--- src/rtl/secuenciador_rtc.sv ---
// -----------------------------------------------------------------------------
// secuenciador_rtc
//
// Transaction sequencer placed in front of the RTC bus-cycle generator
// (control_salida). A read request issues the "transfer to registers"
// command followed by six register reads, assembling a coherent 48-bit
// time/date word. A write request latches hora_in and issues six register
// writes followed by the "transfer to clock" command. Each transaction is
// started with iniciar and finished when the bus stage answers with fin_trans.
// A transaction that never finishes aborts the sweep with an error pulse.
//
// Ports
//   clk        system clock, rising edge
//   reset      asynchronous, active-low reset
//   leer       read-sweep request (sampled only while idle)
//   escribir   write-sweep request (sampled only while idle, wins over leer)
//   hora_in    bytes to write: [7:0] seg .. [47:40] year
//   fin_trans  end-of-transaction from control_salida (the bus stage calls it
//              "final", which is a reserved word in SystemVerilog)
//   dato_bus   read data, stable while fin_trans is high
//   iniciar    transaction enable to control_salida
//   escribe    1 = write transaction, 0 = read transaction
//   direccion  transaction address
//   dato       write data
//   hora_out   last complete read, same byte order as hora_in
//   ocupado    high while a sweep is in progress
//   listo      one-cycle pulse on successful completion
//   error      one-cycle pulse on timeout abort
// -----------------------------------------------------------------------------
module secuenciador_rtc #(
   parameter logic [7:0] BASE_REG      = 8'h21,
   parameter logic [7:0] CMD_LECTURA   = 8'hF0,
   parameter logic [7:0] CMD_ESCRITURA = 8'hF1,
   parameter logic [7:0] TIMEOUT       = 8'd60
) (
   input  logic        clk,
   input  logic        reset,
   input  logic        leer,
   input  logic        escribir,
   input  logic [47:0] hora_in,
   input  logic        fin_trans,
   input  logic [7:0]  dato_bus,
   output logic        iniciar,
   output logic        escribe,
   output logic [7:0]  direccion,
   output logic [7:0]  dato,
   output logic [47:0] hora_out,
   output logic        ocupado,
   output logic        listo,
   output logic        error
);

   typedef enum logic [1:0] {
      IDLE   = 2'd0,
      ESPERA = 2'd1,
      LIBERA = 2'd2,
      FIN    = 2'd3
   } estado_t;

   estado_t     estado_q, estado_d;
   logic [2:0]  idx_q, idx_d;
   logic [7:0]  cnt_q, cnt_d;
   logic [47:0] sombra_q, sombra_d;
   logic        modo_esc_q, modo_esc_d;
   logic        iniciar_q, iniciar_d;
   logic        escribe_q, escribe_d;
   logic [7:0]  direccion_q, direccion_d;
   logic [7:0]  dato_q, dato_d;
   logic [47:0] hora_out_q, hora_out_d;
   logic        ocupado_q, ocupado_d;
   logic        listo_q, listo_d;
   logic        error_q, error_d;

   // Byte n (0..5) of a 48-bit time word.
   function automatic logic [7:0] byte_de(input logic [47:0] palabra, input logic [2:0] n);
      logic [7:0] b;
      case (n)
         3'd0:    b = palabra[7:0];
         3'd1:    b = palabra[15:8];
         3'd2:    b = palabra[23:16];
         3'd3:    b = palabra[31:24];
         3'd4:    b = palabra[39:32];
         3'd5:    b = palabra[47:40];
         default: b = 8'h00;
      endcase
      return b;
   endfunction

   // Replace byte n (0..5) of a 48-bit time word.
   function automatic logic [47:0] pone_byte(input logic [47:0] palabra, input logic [2:0] n,
                                             input logic [7:0] b);
      logic [47:0] r;
      r = palabra;
      case (n)
         3'd0:    r[7:0]   = b;
         3'd1:    r[15:8]  = b;
         3'd2:    r[23:16] = b;
         3'd3:    r[31:24] = b;
         3'd4:    r[39:32] = b;
         3'd5:    r[47:40] = b;
         default: r = palabra;
      endcase
      return r;
   endfunction

   // {escribe, direccion, dato} for transaction n of a read or write sweep.
   function automatic logic [16:0] transaccion(input logic modo_esc, input logic [2:0] n,
                                               input logic [47:0] sombra);
      logic [16:0] t;
      if (modo_esc) begin
         if (n == 3'd6) t = {1'b1, CMD_ESCRITURA, 8'h00};
         else           t = {1'b1, BASE_REG + {5'd0, n}, byte_de(sombra, n)};
      end else begin
         // Read sweep: command first, so register k sits at transaction k+1.
         if (n == 3'd0) t = {1'b1, CMD_LECTURA, 8'h00};
         else           t = {1'b0, BASE_REG + {5'd0, n} - 8'd1, 8'h00};
      end
      return t;
   endfunction

   // Next-state and next-output computation for the sweep sequencer.
   always_comb begin
      estado_d    = estado_q;
      idx_d       = idx_q;
      cnt_d       = cnt_q;
      sombra_d    = sombra_q;
      modo_esc_d  = modo_esc_q;
      iniciar_d   = iniciar_q;
      escribe_d   = escribe_q;
      direccion_d = direccion_q;
      dato_d      = dato_q;
      hora_out_d  = hora_out_q;
      ocupado_d   = ocupado_q;
      listo_d     = 1'b0;
      error_d     = 1'b0;

      case (estado_q)
         IDLE: begin
            if (escribir || leer) begin
               modo_esc_d = escribir;
               if (escribir) sombra_d = hora_in;
               else          sombra_d = sombra_q;
               idx_d = 3'd0;
               cnt_d = 8'd0;
               {escribe_d, direccion_d, dato_d} = transaccion(escribir, 3'd0, hora_in);
               iniciar_d = 1'b1;
               ocupado_d = 1'b1;
               estado_d  = ESPERA;
            end else begin
               estado_d = IDLE;
            end
         end
         ESPERA: begin
            if (fin_trans) begin
               if (!modo_esc_q && (idx_q != 3'd0)) sombra_d = pone_byte(sombra_q, idx_q - 3'd1, dato_bus);
               else                                sombra_d = sombra_q;
               iniciar_d = 1'b0;
               estado_d  = LIBERA;
            end else if (cnt_q >= (TIMEOUT - 8'd1)) begin
               // This edge is the TIMEOUT-th one spent waiting: abort the sweep.
               iniciar_d = 1'b0;
               ocupado_d = 1'b0;
               error_d   = 1'b1;
               estado_d  = IDLE;
            end else begin
               cnt_d = cnt_q + 8'd1;
            end
         end
         LIBERA: begin
            if (idx_q < 3'd6) begin
               idx_d = idx_q + 3'd1;
               {escribe_d, direccion_d, dato_d} = transaccion(modo_esc_q, idx_q + 3'd1, sombra_q);
               iniciar_d = 1'b1;
               cnt_d     = 8'd0;
               estado_d  = ESPERA;
            end else begin
               estado_d = FIN;
            end
         end
         FIN: begin
            listo_d   = 1'b1;
            ocupado_d = 1'b0;
            // All six bytes are published on the same edge so hora_out never mixes sweeps.
            if (!modo_esc_q) hora_out_d = sombra_q;
            else             hora_out_d = hora_out_q;
            estado_d = IDLE;
         end
         default: begin
            estado_d  = IDLE;
            iniciar_d = 1'b0;
            ocupado_d = 1'b0;
         end
      endcase
   end

   // State and registered outputs, cleared asynchronously by reset.
   always_ff @(posedge clk or negedge reset) begin
      if (!reset) begin
         estado_q    <= IDLE;
         idx_q       <= 3'd0;
         cnt_q       <= 8'd0;
         sombra_q    <= 48'h0;
         modo_esc_q  <= 1'b0;
         iniciar_q   <= 1'b0;
         escribe_q   <= 1'b0;
         direccion_q <= 8'h00;
         dato_q      <= 8'h00;
         hora_out_q  <= 48'h0;
         ocupado_q   <= 1'b0;
         listo_q     <= 1'b0;
         error_q     <= 1'b0;
      end else begin
         estado_q    <= estado_d;
         idx_q       <= idx_d;
         cnt_q       <= cnt_d;
         sombra_q    <= sombra_d;
         modo_esc_q  <= modo_esc_d;
         iniciar_q   <= iniciar_d;
         escribe_q   <= escribe_d;
         direccion_q <= direccion_d;
         dato_q      <= dato_d;
         hora_out_q  <= hora_out_d;
         ocupado_q   <= ocupado_d;
         listo_q     <= listo_d;
         error_q     <= error_d;
      end
   end

   assign iniciar   = iniciar_q;
   assign escribe   = escribe_q;
   assign direccion = direccion_q;
   assign dato      = dato_q;
   assign hora_out  = hora_out_q;
   assign ocupado   = ocupado_q;
   assign listo     = listo_q;
   assign error     = error_q;

endmodule

--- config.mk ---
export PLATFORM = sky130hd
export DESIGN_NAME = secuenciador_rtc
export DESIGN_NICKNAME = d
export VERILOG_FILES = /design/src/rtl/secuenciador_rtc.sv
export SDC_FILE = /design/constraint.sdc
export NUM_CORES = 1
export LEC_CHECK = 0
export ABC_CLOCK_PERIOD_IN_PS = 3500
export CAP_MARGIN = 20
export CORE_MARGIN = 4
export CORE_UTILIZATION = 45
export CTS_BUF_LIST = sky130_fd_sc_hd__clkbuf_4 sky130_fd_sc_hd__clkbuf_8
export DETAILED_ROUTE_END_ITERATION = 10
export GPL_TIMING_DRIVEN = 0
export PLACE_DENSITY = 0.69
export SLEW_MARGIN = 10
export SYNTH_ARGS = -nofsm -noshare
export SYNTH_HDL_FRONTEND = slang
export SYNTH_SLANG_ARGS = --single-unit
--- constraint.sdc ---
create_clock -name clk -period 3.5 [get_ports clk]
set_input_delay 0.35 -clock clk [delete_from_list [all_inputs] [get_ports clk]]
set_output_delay 0.35 -clock clk [all_outputs]
set_load 0.01 [all_outputs]
# Word-level counts from Yosys, hierarchy flattened
# Cells that the tools add are included.
# totals
regBits	131
# op_classes
mux	49
order_cmp	2
addsub	5
n_bitwise	1
eq_ne	29
reduce_logical	23
# op_table
cell	n
$mux W48	4
$mux W8	14
$pmux W48 S2	1
$pmux W8 S6	1
$reduce_and A6 Y1	6
$mux W17	2
$mux W16	2
$pmux W8 S2	2
$pmux W8 S3	1
$ne A2 B2 Y1 const B	8
$eq A3 B3 Y1 const B	5
$eq A3 B2 Y1 const B	4
$mux W1	12
$ne A2 B1 Y1 const B	6
$reduce_bool A3 Y1	3
$add A8 B1 Y8 const B	1
$ge A8 B6 Y1 const B	1
$pmux W2 S4	1
$reduce_and A4 Y1	2
$sub A7 B1 Y8 const B	1
$add A6 B3 Y7 const A	1
$eq A3 B1 Y1 const B	2
$logic_not A3 Y1	2
$mux W2	3
19 further kinds	24

# Longest topological paths before layout
# Gate-level depths: netlist (run 1).
# logic_depth
word_depth	7
ltp_mapped	10
depth_no_buf	8

# Worst setup path after synthesis (run 1)
# No wires, ideal clock.
# synth_path
path_type	register to register
from	register idx_q[0]
to	register direccion_q[3] (netlist: direccion[3])
t_required_ps	3374
setup_ps	126
t_arrival_ps	2535
setup_slack_ps	839
stages_incl_launch_ff	10
period_less_slack_ps	2661
cell_sequence	dfrtp_1 -> ha_1 -> xor2_1 -> inv_1 -> clkbuf_1 -> ha_1 -> or4b_2 -> and4_1 -> a21oi_1 -> o31ai_1
# synth_via
elab_chain_cells	7
word_cells_on_any_way	13
cone_classes	3 x add/sub; 1 x order compare; 2 x eq/ne; 5 x mux; 2 x reduce/logical
# synth_lines
item	line	text
start, declared	61	logic [2:0] idx_q, idx_d;
start signal, assigned	214	idx_q <= idx_d;
$add A3 B1 Y3	172	{escribe_d, direccion_d, dato_d} = transaccion(modo_esc_q, idx_q + 3'd1, sombra_q);
$add A6 B3 Y7	112, 116	
$sub A7 B1 Y8	116	else t = {1'b0, BASE_REG + {5'd0, n} - 8'd1, 8'h00};
$mux W17	115	if (n == 3'd0) t = {1'b1, CMD_LECTURA, 8'h00};
$mux W17	110	if (modo_esc) begin
$mux W8	170	if (idx_q < 3'd6) begin
$pmux W8 S2	137	case (estado_q)
end signal, assigned	220	direccion_q <= direccion_d;
end, declared	67	logic [7:0] direccion_q, direccion_d;
# Parallel ways exist; a longest one is shown, timed or not. The select of a mux whose other input is x is not followed.
# A chain may end at the register's enable or synchronous reset.

# Worst setup path in the final report (run 1)
# layout_path
from	register idx_q[1]
to	register direccion_q[3] (netlist: direccion[3])
# The elaborated chain is that of the path after synthesis.

==> impl_summary.md, run 1 <==
Routing
The count of vias placed by the detailed router is 5,239. After detailed routing, the average wire length per cell comes to 20.3 um. Using the TritonRoute via totals, the vias-per-cell ratio works out to 5.66.

The remaining antenna violation count after routing is 0. Wires add up to 18,800 um. The first detailed-routing pass ran for 5 iterations.

The detailed router finished its first iteration with 393 violations. After detailed routing, the number of remaining DRC violations is 0.

Clock network
TritonCTS built the clock tree. The CTS root buffer is sky130_fd_sc_hd__clkbuf_8. The number of sinks driven by the clock tree is 130.

The maximum number of buffers from clock root to sink is 2. After clock tree synthesis, the clock-pin slew on the worst setup and hold paths is 0.08 ns. The clock tree synthesis step divided the H-tree into 4 levels. The total clock buffers created by CTS is 17. The insertion delay to the later sink of the worst-skew pair is 0.46 ns.

Finish
Cells fill 60.3% of the core in the end. Excluding fillers, the count of instances in the completed layout stands at 926. The number of filler instances in the final layout is 1,125. The final net count is 807.

Compared with the post-synthesis result, the final layout area differs by 30.7%. The share of final-layout standard cells stronger than drive strength 1 is 21.0%. The antenna diode instance count is 0.

Power
The leakage power is 0.00371 uW. The cell area power density is 888 nW/um2. The maximum vdd drop is 0.393 mV.

Worst setup path
The critical path is of the reg -> reg type. The worst setup path is launched from a flip-flop. The worst register-to-register path has a setup slack of 0.19 ns. The startpoint of the lowest-slack register-to-register path is idx_q[1]. The start point of the critical path is idx_q[1]. The number of cells on the worst reg-to-reg path is 9.

In this run the critical register-to-register path is captured at direccion[3]. The endpoint arrival time on the critical path is 3.66 ns. The endpoint kind of the worst setup timing path is a flip-flop.

At the worst endpoint, the required time is 3.86 ns. The biggest fanout along the worst timing path is 10.

Timing
The post-route minimum period is 3.31 ns. The number of max-slew violations in the final report is 0. The worst hold slack after final layout is 0.367 ns. The number of failing hold endpoints at the final stage is 0. Setup repair after global routing left no endpoint under its margin. Setup violations remaining at the end of the flow were counted as 0. The period utilization is 94.4%. The highest clock rate is 303 MHz. Clock skew on the completed layout was measured at 0.0100 ns. For the pin with the worst max-slew slack, the measured transition is 1.01 ns. The worst pin sits at a relative slew slack of 32.4%.

Yosys
During synthesis, Yosys emitted a total of 0 warnings. The share of synthesized area occupied by flip-flops and latches is 50.6%. Yosys mapped the design onto 55 distinct sky130hd cell types.

The post-synthesis instance area is 6430 um2. The number of flops mapped to enable cells by yosys is 0. The flip-flop cell with the highest count after synthesis is sky130_fd_sc_hd__dfrtp_1.

The share of synthesized registers carrying an async set or reset is 100%. Averaged over all synthesized cells, the footprint is 11.0 um2. The synthesis-stage register bit count is 130. Sorting the synthesized cells by area gives the leading types as sky130_fd_sc_hd__dfrtp_1, sky130_fd_sc_hd__mux2_2, sky130_fd_sc_hd__o21ai_0. The synthesized netlist cell count is 583. The net count after synthesis is 657. After synthesis, the largest area contributor takes up 50.6% of total cell area. The biggest area contributor in the post-synthesis netlist is sky130_fd_sc_hd__dfrtp_1.

Die
The area of the core is 13,900 um2. The full die area is 16,300 um2. The die is 128 um wide. The height of the die is 128 um. The top-level I/O count is 130. After floorplanning, the core was divided into 43 placement rows.

Once the floorplan was initialized, standard cells occupied 46.1% of the core.

Global routing
The number of global-route vias before repair is 5,490. The number of antenna violations at the first check in global routing is 0. The maximum number of pins on one net before global-route repair is 90. The overall overflow remaining after global route is 0.

The first global-routing pass estimated 29,700 um of wire. Across every metal layer, demand over resource in global routing totals 23.6%.

Place
Input and output buffers added on the ports amount to 129. The post-detailed-placement half-perimeter wirelength is 13,600 um. At the end of routability-driven placement, the weighted congestion stood at 0.875. Once placement completed, the tool counted placed cells totaling 893.

Hold path
The worst hold path belongs to the class in -> async.

Run status
The run finished with clean final reports.

Job
Max-cap violations in this run came to 0.
## logic make-up (layout without fill, tap and decap cells)
| group | count (synthesis) | in the layout | synth area share, % |
|---|---|---|---|
| flip-flops | 130 | 130 | 50.6 |
| multiplexers | 100 | 100 | 17.5 |
| XOR/XNOR | 4 | 4 | 0.545 |
| adder cells (fa/ha/maj) | 13 | 13 | 2.53 |
| buffers and inverters | 88 | 251 | 5.60 |
| AND/OR/NAND/NOR | 103 | 103 | 7.98 |
| AO/OA/AOI/OAI | 145 | 145 | 15.3 |
## flip-flops by register name, indices dropped and copies added, names as in the netlist
signal	cells
hora_out	48
cnt_q	8
error	1
listo	1
escribe	1
iniciar	1
modo_esc_q	1
estado_q	2
direccion	7
idx_q	3
sombra_q	48
ocupado	1
dato	8
## cell usage after synthesis (7+ instances only)
| cell | instances |
|---|---|
| sky130_fd_sc_hd__a21oi_1 | 24 |
| sky130_fd_sc_hd__clkbuf_1 | 17 |
| sky130_fd_sc_hd__inv_1 | 57 |
| sky130_fd_sc_hd__dfrtp_1 | 130 |
| sky130_fd_sc_hd__a22oi_1 | 7 |
| sky130_fd_sc_hd__mux2_2 | 98 |
| sky130_fd_sc_hd__nor2_1 | 26 |
| sky130_fd_sc_hd__o21ai_0 | 72 |
| sky130_fd_sc_hd__nand2_1 | 40 |
| sky130_fd_sc_hd__ha_1 | 13 |
## area by class of cell
class | count | area (um2) | area share [%]
multi-input cells | 365 | 2820 | 33.6
flip-flops and latches | 130 | 3250 | 38.7
plain buffers | 31 | 146 | 1.74
clock buffers | 19 | 255 | 3.04
inverters | 57 | 214 | 2.55
well taps | 180 | 225 | 2.68
repair buffers | 131 | 1330 | 15.8
clock inverters | 13 | 154 | 1.83
## worst max path at each step
stage                        end  slack, ns  depth (start not counted)
global placement    hora_out[10]      -2.95                          1
global route        direccion[3]       0.04                          9
floorplan           direccion[3]       0.84                          9
finish              direccion[3]       0.19                          9
detailed placement  direccion[3]       0.19                          9
CTS                 direccion[3]       0.16                          9
## critical path, cell delays in order (launching register included)
cell,delay (ns)
sky130_fd_sc_hd__dfrtp_1,0.51
sky130_fd_sc_hd__ha_1,0.33
sky130_fd_sc_hd__xor2_2,0.30
sky130_fd_sc_hd__inv_1,0.21
sky130_fd_sc_hd__clkbuf_1,0.30
sky130_fd_sc_hd__ha_1,0.43
sky130_fd_sc_hd__or4b_2,0.61
sky130_fd_sc_hd__a21oi_1,0.19
sky130_fd_sc_hd__a21oi_1,0.11
sky130_fd_sc_hd__o31ai_1,0.21
## cell usage in the layout (no fill, tap or decap), types with 7 or more instances in the layout
cell                              instances
sky130_fd_sc_hd__a21oi_1                 24
sky130_fd_sc_hd__a22oi_1                  7
sky130_fd_sc_hd__clkbuf_1                17
sky130_fd_sc_hd__clkbuf_8                18
sky130_fd_sc_hd__clkdlybuf4s50_1        128
sky130_fd_sc_hd__dfrtp_1                130
sky130_fd_sc_hd__ha_1                    13
sky130_fd_sc_hd__inv_1                   57
sky130_fd_sc_hd__mux2_2                  98
sky130_fd_sc_hd__nand2_1                 40
sky130_fd_sc_hd__nor2_1                  26
sky130_fd_sc_hd__o21ai_0                 72
## per-layer routing
| layer | track usage, % | up-vias | wire length (um) |
|---|---|---|---|
| li1 | - | 2351 | - |
| met1 | 33.1 | 2630 | 8340 |
| met2 | 36.4 | 225 | 8650 |
| met3 | 4.97 | 33 | 1360 |
| met4 | 8.77 | 0 | 411 |
| met5 | 0 | - | 0 |
## timing repair
item | CTS | global route
setup buffers | 0 | 0
setup endpoints to repair | 0 | 1
hold endpoints to repair | 41 | 0
resized for setup | 0 | 1
hold buffers | 1 | 0
## metrics by stage
| step | total power (uW) | instance area [um2] | setup TNS, ns | setup slack, ns |
|---|---|---|---|---|
| final | 7460 | 8400 | 0 | 0.195 |
| after global routing | 7880 | 8400 | 0 | 0.0404 |
| after CTS | 7470 | 8390 | 0 | 0.163 |
| after detailed placement | 6130 | 7980 | 0 | 0.193 |
| after global placement | 6000 | 7950 | -381.89 | -2.95 |
| after floorplan | 4600 | 6430 | 0 | 0.839 |
## power breakdown
group	internal (uW)	switching (uW)
sequential	2170	514
combinational	1770	1690
clock	671	648
Note: power is estimated with default switching activity, not from simulation.
==> run 2: changes to the inputs <==
HOLD_SLACK_MARGIN = 0.02   (was default)
==> results of run 2 <==
Same layout as run 1: the final DEF is identical, and so are final timing and power.
